File: config.mk
export PLATFORM = sky130hd
export DESIGN_NAME = serial_subtractor
export DESIGN_NICKNAME = d
export VERILOG_FILES = /design/src/rtl/serial_subtractor_pkg.sv /design/src/rtl/serial_subtractor_full_subtractor.sv /design/src/rtl/serial_subtractor.sv
export SDC_FILE = /design/constraint.sdc
export NUM_CORES = 1
export LEC_CHECK = 0
export CORE_MARGIN = 5
export CORE_UTILIZATION = 27
export DETAILED_ROUTE_END_ITERATION = 12
export PLACE_DENSITY = 0.6
export SKIP_LAST_GASP = 1
export SLEW_MARGIN = 20
export SYNTH_ARGS = -nofsm -noshare
export SYNTH_HDL_FRONTEND = slang
export SYNTH_SLANG_ARGS = --single-unit
File: constraint.sdc
create_clock -name clk -period 1.35 [get_ports clk]
set_input_delay 0.135 -clock clk [delete_from_list [all_inputs] [get_ports clk]]
set_output_delay 0.135 -clock clk [all_outputs]
set_load 0.01 [all_outputs]
File: src/rtl/serial_subtractor_pkg.sv
`default_nettype none
// ============================================================================
//  Module      : serial_subtractor_pkg
//  Description : Shared constants for the bit-serial subtractor: FSM state
//                encodings and the default operand width.
//  Revision    : 1.0 - initial release
// ============================================================================
package serial_subtractor_pkg;

  // Default operand / result width
  localparam int DEFAULT_WIDTH = 4;

  // FSM state encodings
  typedef logic [1:0] state_t;
  localparam state_t ST_IDLE  = 2'd0;
  localparam state_t ST_SHIFT = 2'd1;
  localparam state_t ST_DONE  = 2'd2;

endpackage : serial_subtractor_pkg
`default_nettype wire

File: src/rtl/serial_subtractor_full_subtractor.sv
`default_nettype none
// ============================================================================
//  Module      : full_subtractor
//  Description : Combinational one-bit full-subtractor cell, x - y - b_in.
//  Ports       : x_in       - minuend bit
//                y_in       - subtrahend bit
//                b_in       - incoming borrow
//                diff_out   - difference bit
//                borrow_out - outgoing borrow
//  Revision    : 1.0 - initial release
// ============================================================================
module full_subtractor (
  input  logic x_in,
  input  logic y_in,
  input  logic b_in,
  output logic diff_out,
  output logic borrow_out
);

  assign diff_out   = x_in ^ y_in ^ b_in;
  // Borrow when y exceeds x, or when x == y and a borrow is already pending
  assign borrow_out = (~x_in & y_in) | (~(x_in ^ y_in) & b_in);

endmodule : full_subtractor
`default_nettype wire

File: src/rtl/serial_subtractor.sv
`default_nettype none
// ============================================================================
//  Module      : serial_subtractor
//  Description : Bit-serial multi-cycle subtractor. Computes
//                diff = a - b - borrow_in (mod 2^WIDTH) over WIDTH cycles,
//                LSB first, reusing one full-subtractor cell.
//  Ports       : clk        - clock, rising edge
//                rst        - synchronous active-high reset
//                start      - request, sampled in IDLE only
//                a, b       - minuend / subtrahend, captured on start
//                borrow_in  - initial borrow, captured on start
//                busy       - high while shifting
//                done       - one-cycle completion pulse
//                diff       - result, held until next completion
//                borrow_out - final borrow (a < b + borrow_in)
//                zero       - diff == 0
//  Revision    : 1.0 - initial release
// ============================================================================
module serial_subtractor
  import serial_subtractor_pkg::*;
#(
  parameter int WIDTH = DEFAULT_WIDTH
) (
  input  logic             clk,
  input  logic             rst,
  input  logic             start,
  input  logic [WIDTH-1:0] a,
  input  logic [WIDTH-1:0] b,
  input  logic             borrow_in,
  output logic             busy,
  output logic             done,
  output logic [WIDTH-1:0] diff,
  output logic             borrow_out,
  output logic             zero
);

  localparam int CNT_W = (WIDTH > 1) ? $clog2(WIDTH) : 1;
  localparam logic [CNT_W-1:0] C_LAST_CNT = CNT_W'(WIDTH - 1);

  state_t           r_state;
  state_t           w_state_nxt;

  logic [WIDTH-1:0] r_a_sh;
  logic [WIDTH-1:0] r_b_sh;
  logic [WIDTH-1:0] r_res_sh;
  logic             r_brw;
  logic [CNT_W-1:0] r_cnt;

  logic [WIDTH-1:0] r_diff;
  logic             r_borrow_out;
  logic             r_zero;

  logic             w_d;
  logic             w_bout;
  logic             w_last;
  logic [WIDTH-1:0] w_res_next;

  // Single reused cell operating on the current LSBs
  full_subtractor u_cell (
    .x_in       (r_a_sh[0]),
    .y_in       (r_b_sh[0]),
    .b_in       (r_brw),
    .diff_out   (w_d),
    .borrow_out (w_bout)
  );

  // Result bits enter at the MSB so that after WIDTH shifts bit 0 is the LSB
  assign w_res_next = {w_d, r_res_sh[WIDTH-1:1]};
  assign w_last     = (r_cnt == C_LAST_CNT);

  // ---------------------------------------------------------------- state reg
  always_ff @(posedge clk) begin
    if (rst) begin
      r_state <= ST_IDLE;
    end else begin
      r_state <= w_state_nxt;
    end
  end

  // ---------------------------------------------------------------- next state
  always_comb begin
    w_state_nxt = r_state;
    case (r_state)
      ST_IDLE:  if (start) w_state_nxt = ST_SHIFT;
      ST_SHIFT: if (w_last) w_state_nxt = ST_DONE;
      ST_DONE:  w_state_nxt = ST_IDLE;
      default:  w_state_nxt = ST_IDLE;
    endcase
  end

  // ---------------------------------------------------------------- outputs
  always_comb begin
    busy = 1'b0;
    done = 1'b0;
    case (r_state)
      ST_SHIFT: busy = 1'b1;
      ST_DONE:  done = 1'b1;
      default: begin
        busy = 1'b0;
        done = 1'b0;
      end
    endcase
  end

  // ---------------------------------------------------------------- datapath
  always_ff @(posedge clk) begin
    if (rst) begin
      r_a_sh       <= '0;
      r_b_sh       <= '0;
      r_res_sh     <= '0;
      r_brw        <= 1'b0;
      r_cnt        <= '0;
      r_diff       <= '0;
      r_borrow_out <= 1'b0;
      r_zero       <= 1'b0;
    end else begin
      case (r_state)
        ST_IDLE: begin
          if (start) begin
            r_a_sh   <= a;
            r_b_sh   <= b;
            r_brw    <= borrow_in;
            r_cnt    <= '0;
            r_res_sh <= '0;
          end
        end
        ST_SHIFT: begin
          r_a_sh   <= r_a_sh >> 1;
          r_b_sh   <= r_b_sh >> 1;
          r_brw    <= w_bout;
          r_res_sh <= w_res_next;
          r_cnt    <= r_cnt + CNT_W'(1);
          // Published results change only here, so they hold across new starts
          if (w_last) begin
            r_diff       <= w_res_next;
            r_borrow_out <= w_bout;
            r_zero       <= (w_res_next == '0);
          end
        end
        default: ;
      endcase
    end
  end

  assign diff       = r_diff;
  assign borrow_out = r_borrow_out;
  assign zero       = r_zero;

endmodule : serial_subtractor
`default_nettype wire

==> impl_metrics.json <==
{
  "drc": 0,
  "synth_warnings": 0,
  "ys_async_sr_fraction_pct": 0,
  "routed.top_layer": "met4",
  "cts_tree": "yes",
  "yosysSeqAreaShare_pct": 46.6,
  "die_y_um": 69.2,
  "via_count": 728,
  "cp.arrival_ns": 1.55,
  "root_buffer": "clkbuf_4",
  "synth.most_common_cell": "dfxtp_1",
  "ios": 20,
  "insertedDiodeCount": 0,
  "max_freq_mhz": 768,
  "hp-start": "b[3]",
  "synth_commonest_cells": "dfxtp_1 (22), nor2_1 (15), mux2i_1 (8)",
  "grt_antenna_before_repair": 0,
  "finalCritPeriodShare_pct": 96.5,
  "via_per_inst": 4.52,
  "powerDensity_mw_per_mm2": 994,
  "drtIter0Drc": 34,
  "worstReg2RegStart": "r_b_sh[0]",
  "ctsResizeCount": 5,
  "post_drt_wl_per_cell_um": 12.2,
  "die_x_um": 69.2,
  "hp-class": "in2reg",
  "comb_power_share_pct": 16.2,
  "finalMaxSlewViolations": 0,
  "grt_max_degree": 23,
  "initial_core_util_pct": 28.1,
  "first_pass_iters": 3,
  "grt_use_total_pct": 8.89,
  "cell_internal_pwr_mw": 0.957,
  "clk_pin_slew_ns": 0.12,
  "post_cts_buffers": 0,
  "outcome": "complete, no violations",
  "insertion_delay_ns": 0.30,
  "grt_overflow_total": 0,
  "place_congestion": 0.730,
  "switching_share_pct": 24.2,
  "ff2ff_setup_slack_ns": 0.05,
  "wirelength_um": 1960,
  "syn_nets": 105,
  "critPathSlowestCell": "fa_2",
  "hpwl_um": 1410,
  "reg2reg_depth": 5,
  "design.die.area_mm2": 0.00479,
  "ant_nets": 0,
  "crit_type": "reg2reg",
  "end_kind": "register",
  "io_buffers": 19,
  "areaGrowthSynthToFinish_pct": 34.4,
  "synth_seq_cells": 22,
  "clockBufferDepth": 2,
  "syn_avg_cell_area_um2": 10.4,
  "wl_met2_um": 841,
  "synth_area_um2": 946,
  "tightest_slew_ns": 0.250,
  "clkPwrFrac_pct": 28.0,
  "r2r-end": "zero",
  "ys_top_cells_by_area": "dfxtp_1 (47%), mux2i_1 (8.5%), a211oi_2 (6.6%), nor2_1 (6.0%), a21oi_1 (3.7%)",
  "peakVddDrop_v": 0.000638,
  "rows": 21,
  "ys.flop_type": "dfxtp_1",
  "htreeDepth": 1,
  "drive_gt1_share_pct": 24.3,
  "critPathLaunchType": "register",
  "core_mm2": 0.00336,
  "relSlewSlack_pct": 83.3,
  "holdPathStages": 3,
  "ctsHoldBuffers": 0,
  "finClkSkew_ns": 0.00819,
  "grt_pass1_wl_um": 3550,
  "rsz0062_at_grt": "yes",
  "synthCells": 91,
  "grt_pass1_vias": 750,
  "sequentialPowerShare_pct": 55.7,
  "p_leak_nw": 0.587,
  "cp_cell_sequence": "inv_1 > fa_2 > nor4_2 > nand3_1 > a21oi_1",
  "met3_wirelength_um": 108,
  "cp_slowest_stage_delay_ns": 0.50,
  "synth_edf_count": 0,
  "setup_slack_ns": 0.0475,
  "holdPathEnd": "r_b_sh[3]",
  "fin_crit_ns": 1.30,
  "hold_viol": 0,
  "dp_worst_setup_slack_ns": -0.0432,
  "setup_viol": 0,
  "cp_max_fo": 3,
  "cp.required_ns": 1.60,
  "yosysTopAreaCell": "dfxtp_1",
  "total_power_mw": 1.26,
  "netSwitchingPower_mw": 0.306,
  "cts_buffers": 3,
  "synthDistinctLibCells": 28,
  "cts_sinks": 22,
  "max_cap_viol_count": 0,
  "synth_top_area_share_pct": 46.6,
  "drt-met1-wl_um": 1010,
  "nNetsFinal": 130
}
==> flip-flops by register name, indices dropped and copies added (netlist names) <==
register    flops
borrow_out      1
r_state         2
diff            4
r_b_sh          4
r_a_sh          4
zero            1
r_res_sh        3
r_brw           1
r_cnt           2
==> worst max path at each step <==
stage	from	to	cells after the start
3_5_place_dp	r_b_sh[0]	zero	5
2_1_floorplan	r_b_sh[0]	zero	5
4_1_cts	r_b_sh[0]	zero	5
6_report	r_b_sh[0]	zero	5
3_3_place_gp	start	r_b_sh[2]	4
5_1_grt	r_b_sh[0]	zero	5
==> final cells by class <==
cell class                 instances  area [um^2]
clock buffer                       4         36.3
multi-input combinational         60          464
inverter                           4         15.0
fill                             371         2090
timing repair buffer              25          254
sequential                        22          444
tap                               46         57.6
==> critical path: cells and delay by family, from the launching register on <==
kind | cells | cell delay [ns]
AO/OA/AOI/OAI | 1 | 0.13
buffers and inverters | 1 | 0.05
flip-flops | 1 | 0.34
AND/OR/NAND/NOR | 2 | 0.24
adder cells (fa/ha/maj) | 1 | 0.50
==> per-stage QoR <==
| stage | cells | instance area, um^2 | hold slack [ns] | TNS (ns) | util [%] |
|---|---|---|---|---|---|
| after detailed placement | 157 | 1210 | 0.464 | -0.0904 | 36.1 |
| after global placement | 157 | 1210 | 0.462 | -0.0243 | 36.1 |
| after global routing | 161 | 1270 | 0.404 | -0.0833 | 37.8 |
| after floorplan | 91 | 946 | 0.295 | 0 | - |
| final | 161 | 1270 | 0.401 | 0 | 37.8 |
| after CTS | 161 | 1250 | 0.385 | -0.0606 | 37.1 |
==> layout by cell type (no fill, tap or decap), types with 2 or more instances in the layout <==
master            n
a211oi_2          5
buf_4             5
clkbuf_4          3
o21ai_0           2
dfxtp_2           3
o221a_2           2
dlymetal6s2s_1    5
clkdlybuf4s50_1  11
nand3b_1          2
dfxtp_1          19
nor2b_1           2
inv_1             4
a21oi_1           7
a22oi_1           4
nor2_1           15
mux2i_1           8
==> power by group through the flow <==
stage / sequential (mW) / clock, mW / combinational, mW
after floorplan: 0.712 / 0 / 0.132
after global placement: 0.717 / 0 / 0.195
after detailed placement: 0.717 / 0 / 0.200
after CTS: 0.703 / 0.373 / 0.200
after global routing: 0.710 / 0.408 / 0.228
final: 0.704 / 0.354 / 0.205
==> cell families (layout without fill, tap and decap cells) <==
family	count (synthesis)	count (layout)	share of synthesized area, %
AO/OA/AOI/OAI	25	25	22.8
AND/OR/NAND/NOR	25	25	13.2
flip-flops	22	22	46.6
buffers and inverters	9	33	5.55
multiplexers	8	8	8.47
adder cells (fa/ha/maj)	2	2	3.44
==> per-layer routing <==
layer	up-vias	GRT usage [%]
met5	-	0
met4	0	0.651
met3	2	4.35
met2	14	12.7
met1	338	12.5
li1	374	-
No activity file was read; power rests on OpenSTA's default activity.
